==> config.mk <==
export PLATFORM = sky130hd
export DESIGN_NAME = adder_arbiter
export DESIGN_NICKNAME = d
export VERILOG_FILES = /design/src/rtl/adder_arbiter.sv
export SDC_FILE = /design/constraint.sdc
export NUM_CORES = 1
export LEC_CHECK = 0
export ABC_AREA = 1
export ABC_CLOCK_PERIOD_IN_PS = 4100
export CORE_UTILIZATION = 43
export CTS_CLUSTER_DIAMETER = 40
export CTS_CLUSTER_SIZE = 12
export DETAILED_ROUTE_END_ITERATION = 10
export PLACE_DENSITY_LB_ADDON = 0.1
export SETUP_SLACK_MARGIN = 0.5
export SLEW_MARGIN = 20
export SYNTH_ARGS = -nofsm -noshare
export SYNTH_HDL_FRONTEND = slang
export SYNTH_HIERARCHICAL = 1
export SYNTH_SLANG_ARGS = --single-unit
==> constraint.sdc <==
create_clock -name clk -period 4.1 [get_ports clk]
set_input_delay 0.41 -clock clk [delete_from_list [all_inputs] [get_ports clk]]
set_output_delay 0.41 -clock clk [all_outputs]
set_load 0.01 [all_outputs]
==> src/rtl/adder_arbiter.sv <==
// adder_arbiter: 3-way round-robin arbiter sharing one 5-bit adder, result held in a handshake register
module adder5 (
  input  logic a4, a3, a2, a1, a0,
  input  logic b4, b3, b2, b1, b0,
  output logic q4, q3, q2, q1, q0,
  output logic overflow
);
  logic c1, c2, c3, c4;
  assign q0 = a0 ^ b0;
  assign c1 = a0 & b0;
  assign q1 = a1 ^ b1 ^ c1;
  assign c2 = (a1 & b1) | (c1 & (a1 ^ b1));
  assign q2 = a2 ^ b2 ^ c2;
  assign c3 = (a2 & b2) | (c2 & (a2 ^ b2));
  assign q3 = a3 ^ b3 ^ c3;
  assign c4 = (a3 & b3) | (c3 & (a3 ^ b3));
  assign q4 = a4 ^ b4 ^ c4;
  assign overflow = (a4 & b4) | (c4 & (a4 ^ b4));
endmodule

module adder_arbiter (
  input  logic        clk,
  input  logic        rst,
  input  logic [2:0]  req_valid,
  input  logic [14:0] req_a,
  input  logic [14:0] req_b,
  output logic [2:0]  req_ready,
  output logic        rsp_valid,
  input  logic        rsp_ready,
  output logic [4:0]  rsp_sum,
  output logic        rsp_overflow,
  output logic [1:0]  rsp_id,
  output logic [7:0]  ovf_count
);
  typedef enum logic {EMPTY, FULL} state_t;
  state_t state_q, state_d;
  logic [1:0] last_q, last_d, id_q, id_d, first, second, win;
  logic [4:0] sum_q, sum_d, a_sel, b_sel, q;
  logic [7:0] cnt_q, cnt_d;
  logic ovf_q, ovf_d, ovf, accept, xfer;
  adder5 u_add (
    .a4(a_sel[4]), .a3(a_sel[3]), .a2(a_sel[2]), .a1(a_sel[1]), .a0(a_sel[0]),
    .b4(b_sel[4]), .b3(b_sel[3]), .b2(b_sel[2]), .b1(b_sel[1]), .b0(b_sel[0]),
    .q4(q[4]), .q3(q[3]), .q2(q[2]), .q1(q[1]), .q0(q[0]),
    .overflow(ovf)
  );
  // Round-robin pick starting after last grant, grant only while the result slot can take a value and reset is low
  always_comb begin
    accept    = (state_q == EMPTY) || rsp_ready;
    first     = (last_q == 2'd2) ? 2'd0 : last_q + 2'd1;
    second    = (first == 2'd2) ? 2'd0 : first + 2'd1;
    win       = req_valid[first] ? first : req_valid[second] ? second : last_q;
    xfer      = accept && !rst && (|req_valid);
    req_ready = xfer ? (3'b001 << win) : 3'b000;
    a_sel     = (win == 2'd0) ? req_a[4:0] : (win == 2'd1) ? req_a[9:5] : req_a[14:10];
    b_sel     = (win == 2'd0) ? req_b[4:0] : (win == 2'd1) ? req_b[9:5] : req_b[14:10];
    state_d   = xfer ? FULL : (state_q == FULL && rsp_ready) ? EMPTY : state_q;
    last_d    = xfer ? win : last_q;
    sum_d     = xfer ? q : sum_q;
    ovf_d     = xfer ? ovf : ovf_q;
    id_d      = xfer ? win : id_q;
    cnt_d     = (xfer && ovf && cnt_q != 8'hff) ? cnt_q + 8'd1 : cnt_q;
  end
  // Controller state and result register; last_grant resets to 2 so requester 0 goes first
  always_ff @(posedge clk or posedge rst) begin
    if (rst) begin
      state_q <= EMPTY;
      last_q  <= 2'd2;
      sum_q   <= '0;
      ovf_q   <= 1'b0;
      id_q    <= '0;
      cnt_q   <= '0;
    end else begin
      state_q <= state_d;
      last_q  <= last_d;
      sum_q   <= sum_d;
      ovf_q   <= ovf_d;
      id_q    <= id_d;
      cnt_q   <= cnt_d;
    end
  end
  assign rsp_valid    = (state_q == FULL);
  assign rsp_sum      = sum_q;
  assign rsp_overflow = ovf_q;
  assign rsp_id       = id_q;
  assign ovf_count    = cnt_q;
endmodule

# Word level (Yosys, flattened, before mapping)
# Cells that the tools add are included.
[totals] out_inout_bits=20 ff_bits=19 rom_bits=0 mem_count=0 latchBits=0 ramBits=0
[classes] eq_ne=4 n_div=0 reduce_logical=10 shifts=1 n_bitwise=23 n_lt_le_gt_ge=2 addsub=3 n_mux=15 mul=0
[op_table] operator="$mux W5" n=4
[op_table] operator="$and A1 B1 Y1" n=9
[op_table] operator="$xor A1 B1 Y1" n=9
[op_table] operator="$add A8 B1 Y8 const B" n=1
[op_table] operator="$mux W2" n=4
[op_table] operator="$ne A8 B8 Y1 const B" n=1
[op_table] operator="$lt A2 B3 Y1 const B" n=2
[op_table] operator="$logic_and A1 B1 Y1" n=5
[op_table] operator="$add A2 B1 Y2 const B" n=2
[op_table] operator="$bmux W1 S2" n=2
[op_table] operator="$eq A2 B2 Y1 const B" n=2
[op_table] operator="$mux W1" n=4
[op_table] operator="$or A1 B1 Y1" n=4
[op_table] operator="$mux W3" n=1
[op_table] operator="$reduce_or A3 Y1" n=1
[op_table] operator="$shl A1 B2 Y3 const A" n=1
[op_table] operator="$eq A2 B1 Y1 const B" n=1
[op_table] operator="$logic_not A2 Y1" n=1
[op_table] operator="$reduce_bool A2 Y1" n=1
[op_table] operator="$logic_not A1 Y1" n=1
[op_table] operator="$logic_or A1 B1 Y1" n=1
[op_table] operator="$not A1 Y1" n=1

# Logic depth before layout (Yosys ltp)
[depth] ltp_word=22 mapped_depth=26

# Cells and area by module
# The synthesis kept the hierarchy.
[by_module_without_submodules] mod="adder_arbiter" cells_per_inst=171 area_per_inst_um2=1204.9 n_inst=1 seq_area_each_um2=451.7
[by_module_without_submodules] mod="adder5" cells_per_inst=15 area_per_inst_um2=130.1 n_inst=1 seq_area_each_um2=0.0

# Worst setup path before layout
# OpenSTA, ideal clock, no wires.
[synth_path] path_kind="register -> register" startpoint="register last_q[1]" endpoint="register cnt_q[2], in the netlist ovf_count[2]" arrival_ps=3127 setup_time_ps=117 slack_ps=856 stages_incl_launch_ff=25 cell_sequence="dfstp_2 nor2_2 nand2_1 nand3_2 inv_2 nand3_2 nand2_2 buf_4 nand3_1 nand3_1 ha_1 fa_1 inv_1 fa_1 inv_1 fa_1 inv_1 fa_1 inv_1 nand2_1 nor2_1 buf_2 nand2_1 nand2_1 nand2_1"
[synth_via] elab_chain_len=22 elab_cells_between_ends=37 classes_between="add/sub (2); eq/ne (3); mux (12); bitwise (17); reduce/logical (3)"
[synth_lines] element="start, declared" line_no="37" text="logic [1:0] last_q, last_d, id_q, id_d, first, second, win;"
[synth_lines] element="start signal, assigned" line_no="75" text="last_q <= last_d;"
[synth_lines] element="$add A2 B1 Y2 or $eq A2 B2 Y1 (tied branches)" line_no="50" text="first = (last_q == 2'd2) ? 2'd0 : last_q + 2'd1;"
[synth_lines] element="$mux W2" line_no="50"
[synth_lines] element="$add A2 B1 Y2 or $eq A2 B2 Y1 (tied branches)" line_no="51" text="second = (first == 2'd2) ? 2'd0 : first + 2'd1;"
[synth_lines] element="$mux W2" line_no="51"
[synth_lines] element="$bmux W1 S2" line_no="52" text="win = req_valid[first] ? first : req_valid[second] ? second : last_q;"
[synth_lines] element="$mux W1 (implied by the code)" line_no="52"
[synth_lines] element="$mux W2" line_no="52"
[synth_lines] element="$mux W2 *" line_no="52"
[synth_lines] element="[... 3 more ...]"
[synth_lines] element="named net b_sel[0]" line_no="38" text="logic [4:0] sum_q, sum_d, a_sel, b_sel, q;"
[synth_lines] element="[... 3 more ...]"
[synth_lines] element="$and A1 B1 Y1 *" line_no="14" text="assign c3 = (a2 & b2) | (c2 & (a2 ^ b2));"
[synth_lines] element="$or A1 B1 Y1 *" line_no="14"
[synth_lines] element="$and A1 B1 Y1 *" line_no="16" text="assign c4 = (a3 & b3) | (c3 & (a3 ^ b3));"
[synth_lines] element="$or A1 B1 Y1 *" line_no="16"
[synth_lines] element="$and A1 B1 Y1 *" line_no="18" text="assign overflow = (a4 & b4) | (c4 & (a4 ^ b4));"
[synth_lines] element="$or A1 B1 Y1 *" line_no="18"
[synth_lines] element="named net ovf" line_no="40" text="logic ovf_q, ovf_d, ovf, accept, xfer;"
[synth_lines] element="$logic_and A1 B1 Y1 * (2 in a row)" line_no="62" text="cnt_d = (xfer && ovf && cnt_q != 8'hff) ? cnt_q + 8'd1 : cnt_q;"
[synth_lines] element="end signal, assigned" line_no="79" text="cnt_q <= cnt_d;"
[synth_lines] element="end, declared" line_no="39" text="logic [7:0] cnt_q, cnt_d;"
# Mark *: on every way through the listed nets, which the timed path passes. The rest lies on a longest branch. The select of a mux whose other input is x is not followed.
# A chain may end at the register's enable or synchronous reset.

# Worst setup path in the final report
[layout_path] startpoint="register last_q[1]" endpoint="register cnt_q[2], in the netlist ovf_count[2]"
[layout_via] elab_chain_len=22 elab_cells_between_ends=37 classes_between="add/sub (2); eq/ne (3); mux (12); bitwise (17); reduce/logical (3)"
[layout_lines] element="$add A2 B1 Y2 or $eq A2 B2 Y1 (tied branches)" line_no="50"
[layout_lines] element="$mux W2" line_no="50"
[layout_lines] element="$add A2 B1 Y2 or $eq A2 B2 Y1 (tied branches)" line_no="51"
[layout_lines] element="$mux W2" line_no="51"
[layout_lines] element="$bmux W1 S2" line_no="52"
[layout_lines] element="$mux W1 (implied by the code)" line_no="52"
[layout_lines] element="$mux W2" line_no="52"
[layout_lines] element="$mux W2 *" line_no="52"
[layout_lines] element="[... 3 more ...]"
[layout_lines] element="named net a_sel[0]" line_no="38"
[layout_lines] element="[... 3 more ...]"
[layout_lines] element="$and A1 B1 Y1 *" line_no="14"
[layout_lines] element="$or A1 B1 Y1 *" line_no="14"
[layout_lines] element="$and A1 B1 Y1 *" line_no="16"
[layout_lines] element="$or A1 B1 Y1 *" line_no="16"
[layout_lines] element="$and A1 B1 Y1 *" line_no="18"
[layout_lines] element="$or A1 B1 Y1 *" line_no="18"
[layout_lines] element="named net ovf" line_no="40"
[layout_lines] element="$logic_and A1 B1 Y1 * (2 in a row)" line_no="62"
# Marks and branches as above.

==> run_results.csv <==
group,metric,value,unit
run_status,outcome,"complete, but fails checks",
run_status,violations,"design-rule violations",
route,drcViolationCount,2,
power,p_leak,1.03,nW
power,seqPwrFrac,0.202,
power,total_power,1.65,mW
clock_tree,clkLatencyLatePin,290,ps
global_route,busiest_layer,"met2",
global_route,met3_usage,0.0491,
yosys,synth.net_count,228,
floorplan,ios,56,
route,wl_per_cell,13.0,um
global_route,grt_max_degree,20,
route,viasPerCell,5.10,
setup_path,reg2reg_depth,25,
route,dr.pass1.iters,7,
floorplan,row_count,19,
clock_tree,cts.sinks,18,
placed_design,portBuffers,55,
yosys,synth.avg_cell_area,7.18,um^2
setup_path,crit_path_end_kind,"flip-flop",
timing,rsz0062_at_grt,"no",
final_layout,fillCellCount,228,
yosys,synth_top_flop_cell,"dfrtp_1",
power,power_frac_clock,0.064,
setup_path,crit_required,4290,ps
setup_path,path_common_cell,"nand2_1",
timing,fin_tns_setup,0,ps
setup_path,cp-start-kind,"flip-flop",
power,switching_share,0.470,
yosys,synth_top_family_by_area,"simple AND/OR/NAND/NOR gates",
clock_tree,htreeDepth,1,
yosys,yosys-top-cells-area,"dfrtp_1 (32%), nand2_1 (16%), nand3_1 (9.0%)",
yosys,synthMostInstantiatedCell,"nand2_1",
power,ir_drop,0.415,mV
route,vias,1449,
timing,period_share,0.855,
setup_path,rr_startpoint,"last_q[1]$_DFFE_PP1N_",
final_layout,final_area,2140,um^2
timing,skew,5.08,ps
floorplan,initial_core_util,0.468,
final_layout,nets,296,
route,drtIter0Drc,58,
clock_tree,cts_tree,"built",
clock_tree,cts.path.max_buffers,2,
power,power_density,773,nW/um^2
yosys,synthTopCellsByCount,"nand2_1 (57), inv_1 (25), nand3_1 (24)",
timing,slew_headroom,0.812,
global_route,met2_usage,0.395,
route,finalWirelength,3.70,mm
timing,final-hold-violation-count,0,
timing,worst_pin_slew,281,ps
final_layout,syn_to_final_growth,60.4,%
yosys,yosys.area.top_type_share,0.319,
yosys,post_synth_fa_ha_maj_area_fraction,0.0787,
global_route,grt_pass1_wl,5.58,mm
setup_path,r2r_end,"ovf_count[2]$_DFFE_PP0P_",
timing,fin_ws,595,ps
setup_path,criticalPathCategory,"reg -> reg",
global_route,grt_use_met1,0.262,
clock_tree,clk_pin_slew,100,ps
power,power.internal,878,uW
route,ant_nets,0,
setup_path,slowest_stage,"dfstp_2",
global_route,antenna_found_initial,0,
global_route,grt-ovfl-total,0,
yosys,synthCells,186,
clock_tree,postCtsHoldBufs,0,
placed_design,post_dp_cell_area,1910,um^2
final_layout,drive_gt1_frac,0.213,
setup_path,path_buf_inv,6,
clock_tree,root_buffer,"clkbuf_4",
global_route,grt_util_all_layers,0.220,
yosys,synth_area_leader_cell,"dfrtp_1",
yosys,synth-compound-area-share,0.0422,
floorplan,coreArea,2850,um^2
placed_design,hpwl,2.69,mm
yosys,syn-cell-area,1340,um^2
final_layout,antenna_cells,0,
timing,max_freq,285,MHz
placed_design,routabilityCongestion,0.834,
setup_path,rrSetupSlack,590,ps
yosys,synth_edf_count,0,
setup_path,cp_slowest_stage_delay,630,ps
floorplan,dieArea,3330,um^2
floorplan,dieHeight,57.7,um
yosys,synth-seq-cells,18,
power,net-switching-power,777,uW
setup_path,path_max_fanout,8,
timing,setup_viol,0,
placed_design,preCtsSetupSlack,-101,ps
clock_tree,cts_buffers,3,
job,cap_violations,0,
timing,min_period,3510,ps
yosys,ys_types,26,
timing,slew_violations,0,
yosys,yosysWarningCount,6,
yosys,synthMuxAreaShare,0,
power,p_comb_frac,0.734,
yosys,synth-xor-area-share,0.0394,
hold_path,hold_class,"in -> async",
setup_path,path_delay_family,"adder cells",
yosys,async_flop_share,1.00,
yosys,synth_simple_gate_area_frac,0.369,
setup_path,crit_arrival,3700,ps
yosys,seq_area_frac_synth,0.338,
global_route,grt_pass1_vias,1319,
floorplan,die_w,57.7,um
[per-stage QoR]
step | instances | util | hold WS [ps]
after floorplan | 186 | - | 355
after global placement | 270 | 0.671 | 464
after detailed placement | 270 | 0.671 | 471
after CTS | 274 | 0.686 | 423
after global routing | 284 | 0.751 | 463
final | 284 | 0.751 | 425
[cell families after synthesis]
family                     count (synthesis)
and+or+nand+nor                          106
buffers and inverters                     39
DFF                                       18
AOI/OAI and AO/OA                         11
xor gates and xnor gates                   6
adders and majority gates                  6
[worst reg2reg max path: cells and delay by family (launching register included)]
family / cells / cell delay (ps)
fa+ha+maj: 5 / 1180
simple gates: 14 / 1160
flops: 1 / 630
buf+inv: 6 / 430
[flip-flops by register name (all words and copies together) (netlist names)]
name	flops
last_q	1
ovf_count	8
rsp_overflow	1
rsp_valid	1
rsp_sum	5
rsp_id	2
[power by group through the flow]
| stage | Sequential, mW | Clock [mW] | Combinational, mW |
|---|---|---|---|
| 2_1_floorplan | 0.343 | 0 | 0.656 |
| 3_3_place_gp | 0.320 | 0 | 0.966 |
| 3_5_place_dp | 0.326 | 0 | 0.993 |
| 4_1_cts | 0.324 | 0.112 | 1.00 |
| 5_1_grt | 0.343 | 0.118 | 1.35 |
| 6_report | 0.334 | 0.107 | 1.21 |
[worst max path at each step]
| stage | start | cells after the start | to |
|---|---|---|---|
| 6_report | last_q[1]$_DFFE_PP1N_ | 25 | ovf_count[2]$_DFFE_PP0P_ |
| 5_1_grt | last_q[1]$_DFFE_PP1N_ | 25 | ovf_count[2]$_DFFE_PP0P_ |
| 4_1_cts | last_q[1]$_DFFE_PP1N_ | 24 | ovf_count[5]$_DFFE_PP0P_ |
| 3_5_place_dp | req_valid[1] | 23 | ovf_count[5]$_DFFE_PP0P_ |
| 2_1_floorplan | last_q[1]$_DFFE_PP1N_ | 24 | ovf_count[2]$_DFFE_PP0P_ |
| 3_3_place_gp | req_valid[1] | 25 | ovf_count[6]$_DFFE_PP0P_ |
[cell usage in the layout (no fill, tap or decap), drive strengths merged]
master	count
nor3	2
a21oi	1
xnor2	1
dlymetal6s2s	2
dfrtp	17
xor2	5
nor2	9
clkdlybuf4s50	53
fa	4
nand4	12
nand2	58
clkbuf	4
ha	2
buf	16
nand3	26
inv	30
dfstp	1
o21ai	9
a31oi	1
[what timing repair did]
item	4_1_cts	5_1_grt
setup buffers	0	9
cloned	0	1
resized for setup	2	36
setup endpoints to repair	8	9
pin swaps	0	7
[per-layer routing]
layer	up-vias	share of wire
met5	-	0
met4	0	0.016
met3	7	0.056
met2	52	0.53
met1	664	0.40
li1	726	-
[cell type report]
type | instances | area, um^2 | area share
Multi-Input combinational cell | 130 | 802 | 0.374
Timing Repair Buffer | 71 | 694 | 0.324
Sequential cell | 18 | 453 | 0.211
Inverter | 30 | 118 | 0.0549
Tap cell | 31 | 38.8 | 0.0181
Clock buffer | 4 | 36.3 | 0.0169
No activity file was read; power rests on OpenSTA's default activity.
